## src/rtl/fifo_push_arbiter.sv

```systemverilog
// fifo_push_arbiter: shares one fifo_flops instance between n_req producers.
// Each cycle at most one requester is granted (combinational gnt) and its word
// is registered onto the FIFO push port one cycle later. A local credit counter
// (occupancy) is charged at grant time, so the in-flight push can never
// overflow the FIFO. A pop in the same cycle frees a slot, so a producer
// blocked at credit_full is granted in the cycle the pop is seen.
//
// Build option:
//   FIFO_PUSH_ARB_FIXED_PRIO_EN defined  -> fixed priority, lowest index wins,
//                                           no round-robin pointer.
//   FIFO_PUSH_ARB_FIXED_PRIO_EN undefined -> round robin (default).
module fifo_push_arbiter #(
    parameter int n_req = 4,
    parameter int depth = 16,
    parameter int bits  = 32
) (
    input  logic                         clk,
    input  logic                         rst,
    input  logic [n_req-1:0]             req,
    input  logic [n_req*bits-1:0]        din,
    input  logic                         pop,
    output logic [n_req-1:0]             gnt,
    output logic                         fifo_push,
    output logic [bits-1:0]              fifo_din,
    output logic [$clog2(depth+1)-1:0]   occupancy,
    output logic                         credit_full
);

    localparam int IDX_W = (n_req > 1) ? $clog2(n_req) : 1;
    localparam int OCC_W = $clog2(depth + 1);

    logic [IDX_W-1:0] base_s;
    logic             eligible_s;
    logic             grant_valid_s;
    logic [IDX_W-1:0] grant_idx_s;
    logic [n_req-1:0] gnt_s;
    logic [bits-1:0]  data_sel_s;
    int               search_pos_s;
    logic [IDX_W-1:0] search_idx_s;
    logic [OCC_W-1:0] occ_r;
    logic [OCC_W-1:0] occ_next_s;
    logic             push_r;
    logic [bits-1:0]  din_r;
    logic             full_r;

`ifdef FIFO_PUSH_ARB_FIXED_PRIO_EN
    // Fixed priority: the search always starts at index 0.
    assign base_s = '0;
`else
    logic [IDX_W-1:0] ptr_r;
    logic [IDX_W-1:0] ptr_next_s;

    assign base_s = ptr_r;

    // Next pointer is one past the granted index, wrapping at n_req.
    always_comb begin
        ptr_next_s = ptr_r;
        if (!grant_valid_s) begin
            ptr_next_s = ptr_r;
        end else if (grant_idx_s == IDX_W'(n_req - 1)) begin
            ptr_next_s = '0;
        end else begin
            ptr_next_s = grant_idx_s + IDX_W'(1);
        end
    end

    // Round-robin pointer register; holds when nothing is granted.
    always_ff @(posedge clk) begin
        if (rst) begin
            ptr_r <= '0;
        end else begin
            ptr_r <= ptr_next_s;
        end
    end
`endif

    // A slot is available if credit remains or a pop frees one this cycle.
    assign eligible_s = !rst && ((occ_r < OCC_W'(depth)) || pop);

    // Circular search from base_s; first requester found wins.
    always_comb begin
        gnt_s         = '0;
        grant_valid_s = 1'b0;
        grant_idx_s   = '0;
        data_sel_s    = '0;
        search_pos_s  = 0;
        search_idx_s  = '0;
        for (int i = 0; i < n_req; i++) begin
            search_pos_s = int'(base_s) + i;
            if (search_pos_s >= n_req) begin
                search_pos_s = search_pos_s - n_req;
            end else begin
                search_pos_s = search_pos_s;
            end
            search_idx_s = IDX_W'(search_pos_s);
            if (eligible_s && !grant_valid_s && req[search_idx_s]) begin
                grant_valid_s       = 1'b1;
                grant_idx_s         = search_idx_s;
                gnt_s[search_idx_s] = 1'b1;
                data_sel_s          = din[search_idx_s*bits +: bits];
            end else begin
                grant_valid_s = grant_valid_s;
            end
        end
    end

    // Credit update: grant charges, pop refunds, both together cancel.
    always_comb begin
        occ_next_s = occ_r;
        case ({grant_valid_s, pop})
            2'b10: occ_next_s = occ_r + OCC_W'(1);
            2'b01: begin
                if (occ_r != '0) begin
                    occ_next_s = occ_r - OCC_W'(1);
                end else begin
                    occ_next_s = occ_r;
                end
            end
            default: occ_next_s = occ_r;
        endcase
    end

    // Push register, credit counter and full flag.
    always_ff @(posedge clk) begin
        if (rst) begin
            push_r <= 1'b0;
            din_r  <= '0;
            occ_r  <= '0;
            full_r <= 1'b0;
        end else begin
            if (grant_valid_s) begin
                push_r <= 1'b1;
                din_r  <= data_sel_s;
            end else begin
                push_r <= 1'b0;
            end
            occ_r  <= occ_next_s;
            full_r <= (occ_next_s == OCC_W'(depth));
        end
    end

    assign gnt         = gnt_s;
    assign fifo_push   = push_r;
    assign fifo_din    = din_r;
    assign occupancy   = occ_r;
    assign credit_full = full_r;

endmodule

```

## config.mk

```make
export PLATFORM = sky130hd
export DESIGN_NAME = fifo_push_arbiter
export DESIGN_NICKNAME = d
export VERILOG_FILES = /design/src/rtl/fifo_push_arbiter.sv
export SDC_FILE = /design/constraint.sdc
export NUM_CORES = 1
export LEC_CHECK = 0
export BUFFER_PORTS_ARGS = -buffer_cell sky130_fd_sc_hd__buf_2
export CAP_MARGIN = 0
export CORE_MARGIN = 5
export CORE_UTILIZATION = 30
export CTS_BUF_LIST = sky130_fd_sc_hd__clkbuf_4 sky130_fd_sc_hd__clkbuf_8
export CTS_CLUSTER_SIZE = 12
export DETAILED_ROUTE_END_ITERATION = 10
export HOLD_SLACK_MARGIN = 0.05
export MAX_ROUTING_LAYER = met4
export PLACE_DENSITY = 0.58
export RECOVER_POWER = 100
export SETUP_SLACK_MARGIN = 0.05
export SKIP_LAST_GASP = 1
export SLEW_MARGIN = 20
export SYNTH_ARGS = -nofsm -noshare
export SYNTH_HDL_FRONTEND = slang
export SYNTH_SLANG_ARGS = --single-unit
```

## constraint.sdc

```tcl
create_clock -name clk -period 3.9 [get_ports clk]
set_input_delay 0.195 -clock clk [delete_from_list [all_inputs] [get_ports clk]]
set_output_delay 0.195 -clock clk [all_outputs]
set_load 0.01 [all_outputs]
```

==> results of run 1 <==
worst max path at each step:
stage / from / cells after the start / to / slack [ns]
CTS: base_s[1]$_SDFFE_PP0N_ / 7 / gnt[1] / 0.70
global placement: base_s[1]$_SDFFE_PP0N_ / 8 / base_s[1]$_SDFFE_PP0N_ / 0.93
detailed placement: flip-flop / 6 / fifo_din[18]$_SDFFE_PP0N_ / 0.84
global route: flip-flop / 6 / fifo_din[16]$_SDFFE_PP0N_ / 0.29
floorplan: flip-flop / 13 / gnt[0] / 0.29
finish: flip-flop / 8 / base_s[1]$_SDFFE_PP0N_ / 0.56
registers in the layout, summed over array words and instances (netlist names), named ones only:
register     count
credit_full      1
base_s           1
occupancy        5
fifo_push        1
fifo_din        32
worst max-delay path, delay by kind of cell (launching register included):
kind | cells | cell delay, ns
multiplexers | 2 | 0.77
buffers and inverters | 2 | 0.66
AND/OR/NAND/NOR | 2 | 0.60
flip-flops | 1 | 0.54
adder cells (fa/ha/maj) | 1 | 0.51
AO/OA/AOI/OAI | 1 | 0.16
placed cells by master (no fill, tap or decap), types with 12 or more instances in the layout:
master    count
mux4_2      132
clkbuf_1     46
a22o_1       18
a211oi_1     20
nor2_1       53
nand2_1      36
nor4_1       12
o21ai_0      17
buf_2       134
dfxtp_1      40
power by group through the flow:
stage	sequential, W	clock (W)	combinational [W]
6_report	0.000665	0.000377	0.00360
3_3_place_gp	0.000673	0	0.00356
4_1_cts	0.000667	0.000392	0.00366
5_1_grt	0.000685	0.000410	0.00395
2_1_floorplan	0.000666	0	0.00287
3_5_place_dp	0.000676	0	0.00365
cells by family after synthesis:
| kind of cell | share of synthesized area [%] |
|---|---|
| multiplexers | 53.2 |
| AO/OA/AOI/OAI | 15.2 |
| buffers and inverters | 4.79 |
| AND/OR/NAND/NOR | 10.6 |
| flip-flops | 14.3 |
| adder cells (fa/ha/maj) | 1.74 |
| XOR/XNOR | 0.152 |
layout make-up:
cell class | instances | share of cell area (%)
Timing Repair Buffer | 194 | 13.9
Tap cell | 234 | 4.23
Clock buffer | 5 | 0.995
Clock inverter | 2 | 0.507
Inverter | 9 | 0.488
Sequential cell | 41 | 11.9
Antenna cell | 3 | 0.109
Multi-Input combinational cell | 394 | 67.9
through the flow:
step | util [%] | setup slack, ns | cells
after global routing | 36.9 | 0.288 | 882
after global placement | 36.6 | 0.926 | 872
after floorplan | - | 0.287 | 500
final | 36.9 | 0.557 | 882
after CTS | 37.2 | 0.698 | 879
after detailed placement | 36.7 | 0.843 | 872
metal layers:
layer	global-route usage [%]	vias to the layer above	routed length (µm)
met5	-	-	0
met4	4.71	0	278
met3	3.50	18	1300
met2	29.4	235	9750
met1	21.5	2778	7520
li1	-	2420	-
==> metrics, run 1 <==
initial antenna violation count 3; setup TNS 0 ns; Initial Util 30.6%; FMAX 0.299 GHz; crit path DAT 3.57 ns; Synth async-reset ratio 0%; post-detail-place hpwl 13.8 mm; Yosys reg bits 41; cells after synthesis 500; P&R area growth vs syn 20.3%; total CTS buffers 5; Synth area leader mux4_2; drt wl/cell 21.4 µm; Final Hold Violating Endpoints 0; final hold slack 0.263 ns; first-pass GRT wire length 30.4 mm; Multi-input gate area 0.00470 mm²; Crit-path slowest cell dfxtp_1; antenna-violating nets left 0; R2R Path End base_s[1]$_SDFFE_PP0N_; Finished Cell Area 0.00692 mm²; GRT overflow 0; Resized cells post-CTS 0; pin count of the biggest net entering global routing 55; critical path, cell by cell inv_1 > ha_4 > mux4_2 > nor3_1 > and3_1 > clkbuf_2 > a22oi_1 > mux2_2; worst skew pair latency 0.33 ns; share of the synthesized area in the top cell type 51.7%; largest stage delay on the critical path 0.54 ns; register area share after synthesis 14.3%; Reg area 825 µm²; top cells by area, synth mux4_2 52%, dfxtp_1 14%, nor2_1 3.5%; Hold Crit Start rst; crit path kind reg -> reg; setup bufs post-CTS 0; Post-Route WL 18.8 mm; synth cell count leaders 132 x mux4_2, 53 x nor2_1, 41 x dfxtp_1; Gate power share 77.5%; Via Count 5,451; Sink Count 41; share of post-route cells with drive strength above 1 46.5%; RSZ-0062 raised after global routing no; Final Skew 0.0151 ns; cells on worst reg2reg path 8; max cap viols 0; R2R Setup Slk 0.56 ns; Die H 148 µm; switch share 43.1%; Int Pwr 0.00264 W; synth unique cells 47; fin. max-slew vios 0; Placement Cell Area 0.00688 mm²; period utilisation layout 85.7%; vias in the first global route 5,715; most frequent cell after synthesis mux4_2; Worst slew margin 17.1%; total power 0.00464 W; Pleak 2.50 nW; crit-path max FO 17; die area 0.0220 mm²; critical path startpoint category flip-flop; Rows 50; mean area per synthesized cell 11.5 µm²; initial DRC count 293; IO buf count 177; main flop type after synthesis dfxtp_1; Core Area 0.0188 mm²; filler cell count 1,852; CP Data Required Time 4.13 ns; part of the power in registers 14.3%; Global Route Usage Sum 17.5%; CTS Root Cell clkbuf_8; hold buffer count at cts 0; CTS tree yes; number of flops mapped to enable cells by yosys 0; VDD IR-drop max 0.000462 V; minimum clock period 3.34 ns; DR pass1 iterations 5; number of H-tree levels 2; Final setup viols 0; Max clock buf depth 2; NetSw 0.00200 W; pwr/cell area 671 mW/mm²; Worst-Margin Slew 1.24 ns; worst hold stages 2; I/O pin count 178; Net Count, Synth 643; via/cell ratio 6.18; synth warn 0; clk slew on worst S/H paths 0.10 ns; Nets 788; routability cong. 0.872; DRC viols 0; Chip Width 148 µm; clock power share 8.1%; CP Capture Type flip-flop; synthesized area 0.00575 mm²; run status complete, no violations; HP Class in -> reg
Note: power is estimated with default switching activity, not from simulation.
==> run 2: changes to the inputs <==
Settings changed: CORE_ASPECT_RATIO set to 0.8.
==> metrics, run 2 (same netlist as run 1, synthesis figures left out) <==
run status complete, no violations; Chip Width 165 µm; crit-path max FO 33; Worst slew margin 13.8%; crit path DAT 3.31 ns; Finished Cell Area 0.00693 mm²; DR pass1 iterations 5; critical path startpoint category flip-flop; Hold Crit Start req[1]; routability cong. 0.804; fin util 36.6%; I/O pin count 178; share of post-route cells with drive strength above 1 47.0%; via/cell ratio 5.93; Final setup viols 0; worst hold stages 3; HP Class in -> reg; Final Skew 0.0157 ns; CP Capture Type output pin; pin count of the biggest net entering global routing 66; pwr/cell area 659 mW/mm²; total CTS buffers 5; post-detail-place hpwl 13.2 mm; R2R Setup Slk 0.47 ns; vias in the first global route 5,177; Pleak 2.50 nW; Sink Count 41; die area 0.0221 mm²; VDD IR-drop max 0.000333 V; Worst Setup SP base_s[1]$_SDFFE_PP0N_; WHS Endpoint fifo_push$_SDFF_PP0_; most frequent cells in the layout 134 x buf_2, 132 x mux4_2, 53 x nor2_1; period utilisation layout 89.9%; setup TNS 0 ns; Die H 134 µm; Global Route Usage Sum 16.7%; fin. max-slew vios 0; Post-Route WL 18.1 mm; R2R Path End fifo_din[18]$_SDFFE_PP0N_; Placement Cell Area 0.00690 mm²; P&R area growth vs syn 20.5%; FMAX 0.285 GHz; first-pass GRT wire length 29.0 mm; Resized cells post-CTS 0; drt wl/cell 20.0 µm; IO buf count 177; clk slew on worst S/H paths 0.10 ns; DRC viols 0; initial DRC count 428; max reg flops 32; CTS Root Cell clkbuf_8; GRT overflow 0; Initial Util 30.4%; CTS tree yes; Rows 45; CP Data Required Time 3.70 ns; setup bufs post-CTS 0; Nets 789; crit path kind reg -> out; Worst-Margin Slew 1.29 ns; largest stage delay on the critical path 0.66 ns; antenna-violating nets left 0; Final Hold Violating Endpoints 0; Max clock buf depth 2; minimum clock period 3.51 ns; max cap viols 0; RSZ-0062 raised after global routing no; worst skew pair latency 0.31 ns; cells on worst reg2reg path 7; initial antenna violation count 1; hold buffer count at cts 0; number of H-tree levels 2; Crit-path slowest cell dfxtp_4; FF-to-FF Start base_s[1]$_SDFFE_PP0N_; Via Count 5,374; critical path, cell by cell inv_1 > ha_4 > mux4_2 > nor3_1 > and3_1 > buf_4 > a221o_1 > clkbuf_1; Core Area 0.0189 mm²; most common cell after layout, fill and taps aside buf_2
run 2: critical path, delay by kind of cell, from the launching register on:
kind	cells	cell delay (ns)
AO/OA/AOI/OAI	1	0.21
adder cells (fa/ha/maj)	1	0.54
buffers and inverters	3	0.64
flip-flops	1	0.66
multiplexers	1	0.47
AND/OR/NAND/NOR	2	0.48
run 2: layout make-up:
cell class | instances | area (µm²)
clock inverters | 1 | 6.26
multi-input cells | 394 | 4680
diodes | 2 | 5.00
well taps | 258 | 323
repair buffers | 195 | 961
clock buffers | 7 | 90.1
inverters | 9 | 33.8
fillers | 1921 | 12000
flip-flops and latches | 41 | 828
run 2: worst max path at each step:
stage                                     endpoint  slack (ns)  depth (start not counted)
after floorplan                             gnt[0]        0.29                         13
after global placement    fifo_din[3]$_SDFFE_PP0N_        0.68                          7
after detailed placement  fifo_din[1]$_SDFFE_PP0N_        0.57                          7
after CTS                                   gnt[1]        0.37                          8
after global routing                        gnt[2]        0.07                          8
final                                       gnt[2]        0.39                          8
run 2: layer usage:
metal,wire length (µm),vias to the layer above,global-route usage (%),share of wire (%)
li1,-,2418,-,-
met1,8250,2716,25.1,45
met2,8440,235,24.7,47
met3,1380,5,2.67,7.6
met4,62,0,1.76,0.34
met5,0,-,-,0
run 2: stage by stage:
step | setup slack [ns] | total power, W | std cells | hold slack (ns)
2_1_floorplan | 0.287 | 0.00354 | 500 | 0.374
3_3_place_gp | 0.679 | 0.00432 | 897 | 0.437
3_5_place_dp | 0.571 | 0.00432 | 897 | 0.445
4_1_cts | 0.373 | 0.00468 | 905 | 0.265
5_1_grt | 0.0703 | 0.00497 | 906 | 0.321
6_report | 0.392 | 0.00457 | 907 | 0.266
run 2: power breakdown:
part           leakage (nW)  switching, W  internal [W]
Combinational          2.10       0.00165       0.00189
Clock                0.0522      0.000179      0.000152
Sequential            0.341      0.000150      0.000550
==> run 3: changes to the inputs <==
Settings changed: ABC_AREA set to 1, CTS_CLUSTER_DIAMETER set to 80, PLACE_DENSITY 0.58 to 0.59.
==> metrics, run 3 <==
placed instance count 1,286; main flop type after synthesis dfxtp_1; Placement Cell Area 0.00648 mm²; routability cong. 0.856; CTS Root Cell clkbuf_8; max cap viols 0; Final Hold Violating Endpoints 0; R2R Setup Slk 0.46 ns; Nets 1,206; Crit. path cell count 16; top cells by area, synth o21ai_0 16%, dfxtp_1 15%, mux2i_1 14%; met2 wire length 8.84 mm; crit path kind reg -> reg; antenna-violating nets left 0; I/O pin count 178; number of H-tree levels 2; die area 0.0214 mm²; critical path endpoint credit_full$_SDFF_PP0_; IO buf count 177; Initial Util 30.6%; most frequent cells in the layout 187 x nand2_1, 173 x o21ai_0, 134 x buf_2; DR pass1 iterations 5; FMAX 0.291 GHz; met3 wire len 1.27 mm; first-pass GRT wire length 31.6 mm; P&R area growth vs syn 17.7%; VDD IR-drop max 0.000311 V; cells after synthesis 937; CP Data Required Time 4.14 ns; Global Route Usage Sum 18.1%; CP Capture Type flip-flop; Synth area leader o21ai_0; cells on worst reg2reg path 16; Final Skew 0.00581 ns; synth unique cells 39; share of the synthesized area in the top cell type 15.6%; total CTS buffers 5; crit-path max FO 85; Synth async-reset ratio 0%; Core Area 0.0182 mm²; setup bufs post-CTS 0; DRC viols 0; via/cell ratio 5.15; HP Class in -> reg; Rows 44; minimum clock period 3.44 ns; worst setup margin 0.460 ns; max layer used met4; drt wl/cell 15.1 µm; clk slew on worst S/H paths 0.09 ns; Crit path buffers/inverters 3; initial antenna violation count 2; initial DRC count 511; largest stage delay on the critical path 0.58 ns; critical path, cell by cell inv_2 > buf_4 > nand2_1 > nand3_1 > nand3_2 > nand2_4 > nor2_8 > nand2_4 > nand2_2 > inv_2 > ha_1 > nor3_1 > o21ai_0 > a21oi_1 > nand3_1 > nor2_1; share of post-route cells with drive strength above 1 17.7%; hold buffer count at cts 0; Via Count 6,677; Die H 132 µm; number of flops mapped to enable cells by yosys 0; post-detail-place hpwl 14.8 mm; Sink Count 41; pwr/cell area 716 mW/mm²; worst skew pair latency 0.30 ns; CP delay by family, top simple AND/OR/NAND/NOR gates; Finished Cell Area 0.00654 mm²; Post-Route WL 19.5 mm; pre-CTS setup slack 0.671 ns; Chip Width 162 µm; vias in the first global route 6,221; Max clock buf depth 2; most frequent cell after synthesis nand2_1; Worst-Margin Slew 0.792 ns; critical path startpoint category flip-flop; period utilisation layout 88.2%; Net Count, Synth 1,080; RSZ-0062 raised after global routing no; max reg flops 32; fin. max-slew vios 0; Resized cells post-CTS 0; Yosys reg bits 41; setup TNS 0 ns; pin count of the biggest net entering global routing 87; CTS tree yes; met1 WL 9.09 mm; Worst slew margin 47.2%; Post-Layout Cell Count 1,296; synthesized area 0.00556 mm²; R2R Path End credit_full$_SDFF_PP0_; GRT overflow 0; Crit-path slowest cell buf_4; Final setup viols 0; crit path DAT 3.69 ns; mean area per synthesized cell 5.93 µm²; synth cell count leaders 187 x nand2_1, 173 x o21ai_0, 91 x inv_1; most common cell after layout, fill and taps aside nand2_1; synth warn 0; run status complete, no violations; register area share after synthesis 14.8%; Pleak 3.09 nW
[run 3: worst min path at each step]
stage                                        start                   endpoint  slack [ns]  depth (start not counted)
after floorplan                                rst                  flip-flop        0.27                          1
after global placement    fifo_din[1]$_SDFFE_PP0N_   fifo_din[1]$_SDFFE_PP0N_        0.46                          2
after detailed placement  fifo_din[3]$_SDFFE_PP0N_   fifo_din[3]$_SDFFE_PP0N_        0.47                          2
after CTS                                  din[94]  fifo_din[30]$_SDFFE_PP0N_        0.27                          5
after global routing                           rst    occupancy[0]$_SDFF_PP0_        0.29                          2
final                                     din[114]  fifo_din[18]$_SDFFE_PP0N_        0.28                          5
[run 3: metrics by stage]
step | power (W) | utilization [%] | hold WS (ns)
final | 0.00468 | 36.0 | 0.278
after global routing | 0.00521 | 36.0 | 0.291
after CTS | 0.00473 | 36.3 | 0.272
after detailed placement | 0.00434 | 35.7 | 0.469
after global placement | 0.00431 | 35.7 | 0.461
after floorplan | 0.00349 | - | 0.274
[run 3: final cells by class]
type	count	area (µm²)
Antenna cell	2	5.00
Clock buffer	7	90.1
Clock inverter	1	30.0
Fill cell	2030	11600
Inverter	100	375
Multi-Input combinational cell	726	4000
Sequential cell	41	826
Tap cell	230	288
Timing Repair Buffer	189	920
[run 3: metal layers]
layer	up-vias	GRT usage [%]
li1	3420	-
met1	2999	24.5
met2	238	29.0
met3	20	2.72
met4	0	3.48
met5	-	-
[run 3: logic make-up (layout without fill, tap and decap cells)]
group	after synthesis	count (layout)	synth area share (%)
buffers and inverters	170	297	13.0
AND/OR/NAND/NOR	356	356	27.9
flip-flops	41	41	14.8
other	0	2	0
multiplexers	78	78	14.1
XOR/XNOR	2	2	0.315
adder cells (fa/ha/maj)	8	8	1.80
AO/OA/AOI/OAI	282	282	28.2
[run 3: power breakdown]
group,internal [W],total (W),switching [W]
Sequential,0.000603,0.000746,0.000143
Clock,0.000216,0.000378,0.000162
Combinational,0.00122,0.00355,0.00234
Total,0.00203,0.00468,0.00264
[run 3: worst min-delay path, delay by kind of cell]
family          cells  cell delay [ns]
simple gates        1             0.08
buf+inv             2             0.15
compound gates      1             0.08
mux                 1             0.05
